`src/rtl/fetch_buffer.sv`:
```
// Instruction fetch buffer: circular FIFO with one enqueue and up to DEQ_W
// in-order dequeues per cycle, presented as a window starting at head.
module fetch_buffer #(
  parameter int IDX_W  = 3,
  parameter int DEQ_W  = 2,
  parameter int DATA_W = 32,
  parameter int PC_W   = 32,
  localparam int DEPTH = 2 ** IDX_W,
  localparam int CNT_W = $clog2(DEQ_W + 1)
) (
  input  logic                    clk,
  input  logic                    rst,
  input  logic                    flush,
  input  logic                    enq_valid,
  output logic                    enq_ready,
  input  logic [DATA_W-1:0]       enq_instr,
  input  logic [PC_W-1:0]         enq_pc,
  output logic [DEQ_W-1:0]        deq_valid,
  output logic [DEQ_W*DATA_W-1:0] deq_instr,
  output logic [DEQ_W*PC_W-1:0]   deq_pc,
  input  logic [CNT_W-1:0]        deq_count,
  output logic [IDX_W:0]          count,
  output logic                    empty,
  output logic                    full,
  output logic                    deq_err
);

  logic [DATA_W-1:0] instr_q [DEPTH];
  logic [PC_W-1:0]   pc_q    [DEPTH];

  logic [IDX_W:0] head_q, head_d;
  logic [IDX_W:0] tail_q, tail_d;
  logic           err_q, err_d;

  logic [IDX_W:0] deq_ext;
  logic [IDX_W:0] deq_eff;
  logic           acc;

  // Wrap bits make tail - head the exact occupancy, 0..DEPTH.
  assign count     = tail_q - head_q;
  assign empty     = (count == '0);
  assign full      = (count == (IDX_W+1)'(DEPTH));
  assign enq_ready = !full;
  assign deq_err   = err_q;

  assign deq_ext = (IDX_W+1)'(deq_count);
  assign deq_eff = (deq_ext > count) ? count : deq_ext;
  assign acc     = enq_valid && !full && !flush && !rst;

  for (genvar i = 0; i < DEQ_W; i++) begin : g_slot
    logic [IDX_W-1:0] idx;
    assign idx = head_q[IDX_W-1:0] + IDX_W'(i);
    assign deq_valid[i] = (count > (IDX_W+1)'(i));
    assign deq_instr[i*DATA_W +: DATA_W] = instr_q[idx];
    assign deq_pc[i*PC_W +: PC_W] = pc_q[idx];
  end

  always_comb begin
    head_d = head_q;
    tail_d = tail_q;
    err_d  = err_q;
    if (flush) begin
      head_d = '0;
      tail_d = '0;
      err_d  = 1'b0;
    end else begin
      head_d = head_q + deq_eff;
      if (acc)
        tail_d = tail_q + 1'b1;
      if (deq_ext > count)
        err_d = 1'b1;
    end
  end

  always_ff @(posedge clk) begin
    if (rst) begin
      head_q <= '0;
      tail_q <= '0;
      err_q  <= 1'b0;
    end else begin
      head_q <= head_d;
      tail_q <= tail_d;
      err_q  <= err_d;
    end
  end

  always_ff @(posedge clk) begin
    if (acc) begin
      instr_q[tail_q[IDX_W-1:0]] <= enq_instr;
      pc_q[tail_q[IDX_W-1:0]]    <= enq_pc;
    end
  end

endmodule
```
`config.mk`:
```
export PLATFORM = sky130hd
export DESIGN_NAME = fetch_buffer
export DESIGN_NICKNAME = d
export VERILOG_FILES = /design/src/rtl/fetch_buffer.sv
export SDC_FILE = /design/constraint.sdc
export NUM_CORES = 1
export LEC_CHECK = 0
export CELL_PAD_IN_SITES_DETAIL_PLACEMENT = 0
export CELL_PAD_IN_SITES_GLOBAL_PLACEMENT = 1
export CORE_ASPECT_RATIO = 1.4
export CORE_MARGIN = 5
export CORE_UTILIZATION = 30
export CTS_CLUSTER_SIZE = 12
export DETAILED_ROUTE_END_ITERATION = 12
export PLACE_DENSITY = 0.55
export SLEW_MARGIN = 20
export SYNTH_ARGS = -nofsm -noshare
export SYNTH_HDL_FRONTEND = slang
export SYNTH_SLANG_ARGS = --single-unit
export TNS_END_PERCENT = 50
```
`constraint.sdc`:
```
create_clock -name clk -period 8.1 [get_ports clk]
set_input_delay 1.62 -clock clk [delete_from_list [all_inputs] [get_ports clk]]
set_output_delay 1.62 -clock clk [all_outputs]
set_load 0.005 [all_outputs]
```
# Word-level counts from Yosys, hierarchy flattened
# Memories as Yosys holds them, arrays and structs flattened. A register that Yosys moved wholly into a read port is not among the register bits.
# Cells that the tools add are included.
# classes
addsub	4
mul	0
div_mod_pow	0
magnitude_cmp	3
n_eq_ne	1
shift	0
mux	5
n_bitwise	0
n_reduce_logical	8
# ops
operator	n
> comparator 4 x 1 -> 1 bit (second input constant)	2
two-way mux 3 bit	2
adder 4 x 1 -> 4 bit (second input constant)	1
adder 4 bit	1
== test 4 bit (second input constant)	1
> comparator 2 x 4 -> 1 bit	1
logical NOT 4 bit	1
two-way mux 4 bit	1
subtractor 4 bit	1
adder 3 x 1 -> 3 bit (second input constant)	1
logical AND 1 bit	3
logical NOT 1 bit	3
two-way mux 1 bit	2
OR reduction 2 bit	1
# word_totals
ff_bits	9
latch_bits	0
mem_bits_rw	512
rom_bits	0
input_bits	70
output_inout_bits	138
word_cells	26
memories	2
# mem_list
memory	words	width	rd	rd_ports_with_merged_regs	wr	line	text
instr_q	8	32	2	1	1	28	logic [DATA_W-1:0] instr_q [DEPTH];
pc_q	8	32	2	1	1	29	logic [PC_W-1:0] pc_q [DEPTH];

# Depth between registers and ports, before layout
# logic_depth
depth_word	8
depth_mapped	16
depth_no_buf	13

# Worst setup path before layout
# No wires, ideal clock.
# synth_timing
path_kind	reg2reg
from	register head_q[1]
to	memory instr_q[4][0], enable pin
setup_ns	0.578
t_arrival_ns	7.008
slack_ns	0.514
path_stages_with_launch	11
n_path_buf	3
period_less_slack_ns	7.586
cell_sequence	dfxtp_1 buf_2 clkbuf_1 buf_2 inv_1 ha_1 and3b_1 o21ai_1 and2_4 o2111ai_2 nor3b_1
# synth_via
elab_chain_cells	8
# synth_lines
element	line	text
start: declaration	31	logic [IDX_W:0] head_q, head_d;
start signal: assignment	77	head_q <= '0;
start signal: assignment	81	head_q <= head_d;
subtractor 4 bit	40	assign count = tail_q - head_q;
== test 4 bit	42	assign full = (count == (IDX_W+1)'(DEPTH));
logical NOT 1 bit	48	assign acc = enq_valid && !full && !flush && !rst;
logical AND 1 bit (3 in a row)	48	
two-way mux 1 bit	88	if (acc) begin
two-way mux 1 bit (implied by the code)	89	instr_q[tail_q[IDX_W-1:0]] <= enq_instr;
end: declaration	28	
# No other way between the ends.

# Worst setup path after layout
# layout_timing
from	register head_q[0]
to	output deq_pc[45]
# layout_via
elab_chain_cells	2
# layout_lines
element	line	text
adder 3 x 1 -> 3 bit	52	assign idx = head_q[IDX_W-1:0] + IDX_W'(i);
memory read (8 x 32 bit)	-	
end: declaration	20	output logic [DEQ_W*PC_W-1:0] deq_pc,
# No other way between the ends.

==> out/summary.txt <==
CP Capture Type: primary output
Io pins: 208
CTS buffer count: 53
Buf/Inv on CP: 3
Final Cycle Share: 0.746
Levels on crit path: 5
GRT Util Overall: 0.152
R2R cell count: 9
Setup Viol. Count Final: 0
Worst vdd ir: 164 uV
Post-layout min period: 6.04 ns
Pwr/cell area: 255 nW/um2
CP cell instances: buf_12 -> buf_4 -> mux4_2 -> mux2_2 -> clkdlybuf4s50_1
Critical Path End: deq_pc[45]
Slew headroom: 0.298
Vias in the first global route: 14.2k
Core Area: 78800 um2
FFs w/ async S/R, synth: 0
Synth warn: 0
CP max stage delay: 0.79 ns
Die width: 248 um
Fin. max-slew vios: 0
Drt total wl: 64500 um
Avg Cell Area, Syn: 19.8 um2
Crit path max-delay cell type: dfxtp_4
Post-CTS Resized: 0
Via density: 5.01
Global-route wire length before repair: 95600 um
Netlist cell types: 37
Starting density of the core: 0.301
Mapped Cells: 1197
Number of remaining DRC errors: 0
Leak: 8.84 nW
DRT iter0 DRCs: 582
Most frequent cells in the layout: edfxtp_1, mux4_2, clkdlybuf4s50_1, nand2_1, mux2_2
Share of cells above drive strength 1: 0.301
Worst Max-Slew Pin Slew: 1.05 ns
DPL Wire Length: 37700 um
Inst Count DP: 2405
CTS sink count: 521
Area grow syn2layout: 20.6%
FF+latch count, synth: 521
Seq/Total Area, Yosys: 0.655
CP required: 6.48 ns
Area of placed instances: 27100 um2
Critical path startpoint category: register
Type of the worst setup path: register to primary output
CP Data Arrival Time: 4.42 ns
Max_cap viols: 0
GP Congestion: 0.688
Nets: 1488
Hold violation count in the final report: 0
# rows: 122
Fmax: 0.165 GHz
Total power: 7.31 mW
Status: completed
Dominant synthesized flop cell: edfxtp_1
CP delay by family, top: buffers and inverters
Setup crit start: head_q[0]$_SDFF_PP0_
Pre-Repair DR Iteration Count: 4
DP Worst Slack: 2.62 ns
Clock skew: 0.0104 ns
Dominant cells by area after synthesis: edfxtp_1, mux4_2, nand2_1, mux2_2, buf_2
Non-filler cells, final: 2488
Die height: 343 um
Cell accounting for the most synthesized area: edfxtp_1
RR Endpoint: instr_q[3][25]$_DFFE_PP_
Cts hold-fix bufs: 0
Initial antenna violation count: 6
Class of the worst hold path: register to register
Most common cell after layout, fill and taps aside: edfxtp_1
IO buf count: 207
Worst Path Max Fanout: 139
TNS Setup: 0 ns
Unrepaired setup endpoints after global routing: false
Skew-Pair Late Insertion Delay: 0.61 ns
Total gr overflow: 0
Postcts setup bufs: 0
Worst reg2reg setup slack: 3.67 ns
Largest net degree at the start of global routing: 140
Clk root buf: clkbuf_16
CTS tree: done
Post-DRT Antenna Nets: 0
H-tree depth: 2
Longest Clk Path Bufs: 3
Fin util: 0.363
Reg-to-Reg Start: head_q[2]$_SDFF_PP0_
Syn nets: 1279
Setup ws final: 2.06 ns
Total Die Area: 84900 um2
Via count: 12.5k
Worst-path clk slew: 0.06 ns
Post-Syn Area: 23700 um2
Filler cells: 7415
Design Area, Final: 28600 um2
Post-DR wirelength/cell: 25.9 um
Area share of the leading cell type in the synthesized netlist: 0.648
Hold slack final: 0.538 ns
Number of flops mapped to enable cells by yosys: 512
[worst min-delay path by stage]
| stage | start | to | depth (start not counted) |
|---|---|---|---|
| global route | deq_err$_SDFFE_PP0N_ | deq_err$_SDFFE_PP0N_ | 1 |
| CTS | deq_err$_SDFFE_PP0N_ | deq_err$_SDFFE_PP0N_ | 1 |
| global placement | deq_err$_SDFFE_PP0N_ | deq_err$_SDFFE_PP0N_ | 1 |
| floorplan | deq_err$_SDFFE_PP0N_ | deq_err$_SDFFE_PP0N_ | 1 |
| finish | deq_err$_SDFFE_PP0N_ | deq_err$_SDFFE_PP0N_ | 1 |
| detailed placement | deq_err$_SDFFE_PP0N_ | deq_err$_SDFFE_PP0N_ | 1 |
[layout make-up]
| class | instances | area [um2] | area share |
|---|---|---|---|
| Antenna cell | 3 | 7.51 | 0.000262 |
| Clock buffer | 60 | 1350 | 0.0473 |
| Inverter | 13 | 50.0 | 0.00175 |
| Multi-Input combinational cell | 584 | 7860 | 0.275 |
| Clock inverter | 20 | 146 | 0.00512 |
| Sequential cell | 521 | 15600 | 0.544 |
| Tap cell | 1054 | 1320 | 0.0461 |
| Timing Repair Buffer | 233 | 2320 | 0.0810 |
[where the power goes]
part | switching (mW) | leakage, nW | internal [mW]
sequential | 0.0641 | 4.69 | 3.00
combinational | 0.889 | 3.42 | 1.15
clock | 0.996 | 0.732 | 1.21
[cells in the mapped netlist, types with 2 or more instances]
library cell	count
or2_2	2
ha_1	10
o21ai_1	2
mux2_2	64
buf_2	46
nand4_1	2
mux4_2	256
buf_1	6
a21oi_1	3
edfxtp_1	512
or3_1	2
clkbuf_1	27
nor3_1	5
fa_1	2
nand2_1	197
nand3_1	2
a21o_1	2
or4_1	2
mux2i_1	3
xor2_1	6
inv_1	12
nor2_1	11
dfxtp_1	9
[cells by family after synthesis]
family	count (synthesis)	share of synthesized area
flops	521	0.655
fa+ha+maj	12	0.00696
compound gates	14	0.00522
xor+xnor	6	0.00221
other cells	1	0.000158
mux	324	0.275
buf+inv	92	0.0170
simple gates	227	0.0379
[sequential cells by signal, summed over array words and instances, names as in the netlist]
register  cells
pc_q        256
instr_q     256
deq_err       1
head_q        4
tail_q        4
[routing by layer]
layer,track usage,share of wire,wire length [um],up-vias
met5,0,0.00053,34,-
met4,0.0407,0.026,1660,6
met3,0.0266,0.039,2550,90
met2,0.278,0.54,34600,249
met1,0.185,0.40,25600,6741
li1,-,-,-,5385
No activity file was read; power rests on OpenSTA's default activity.
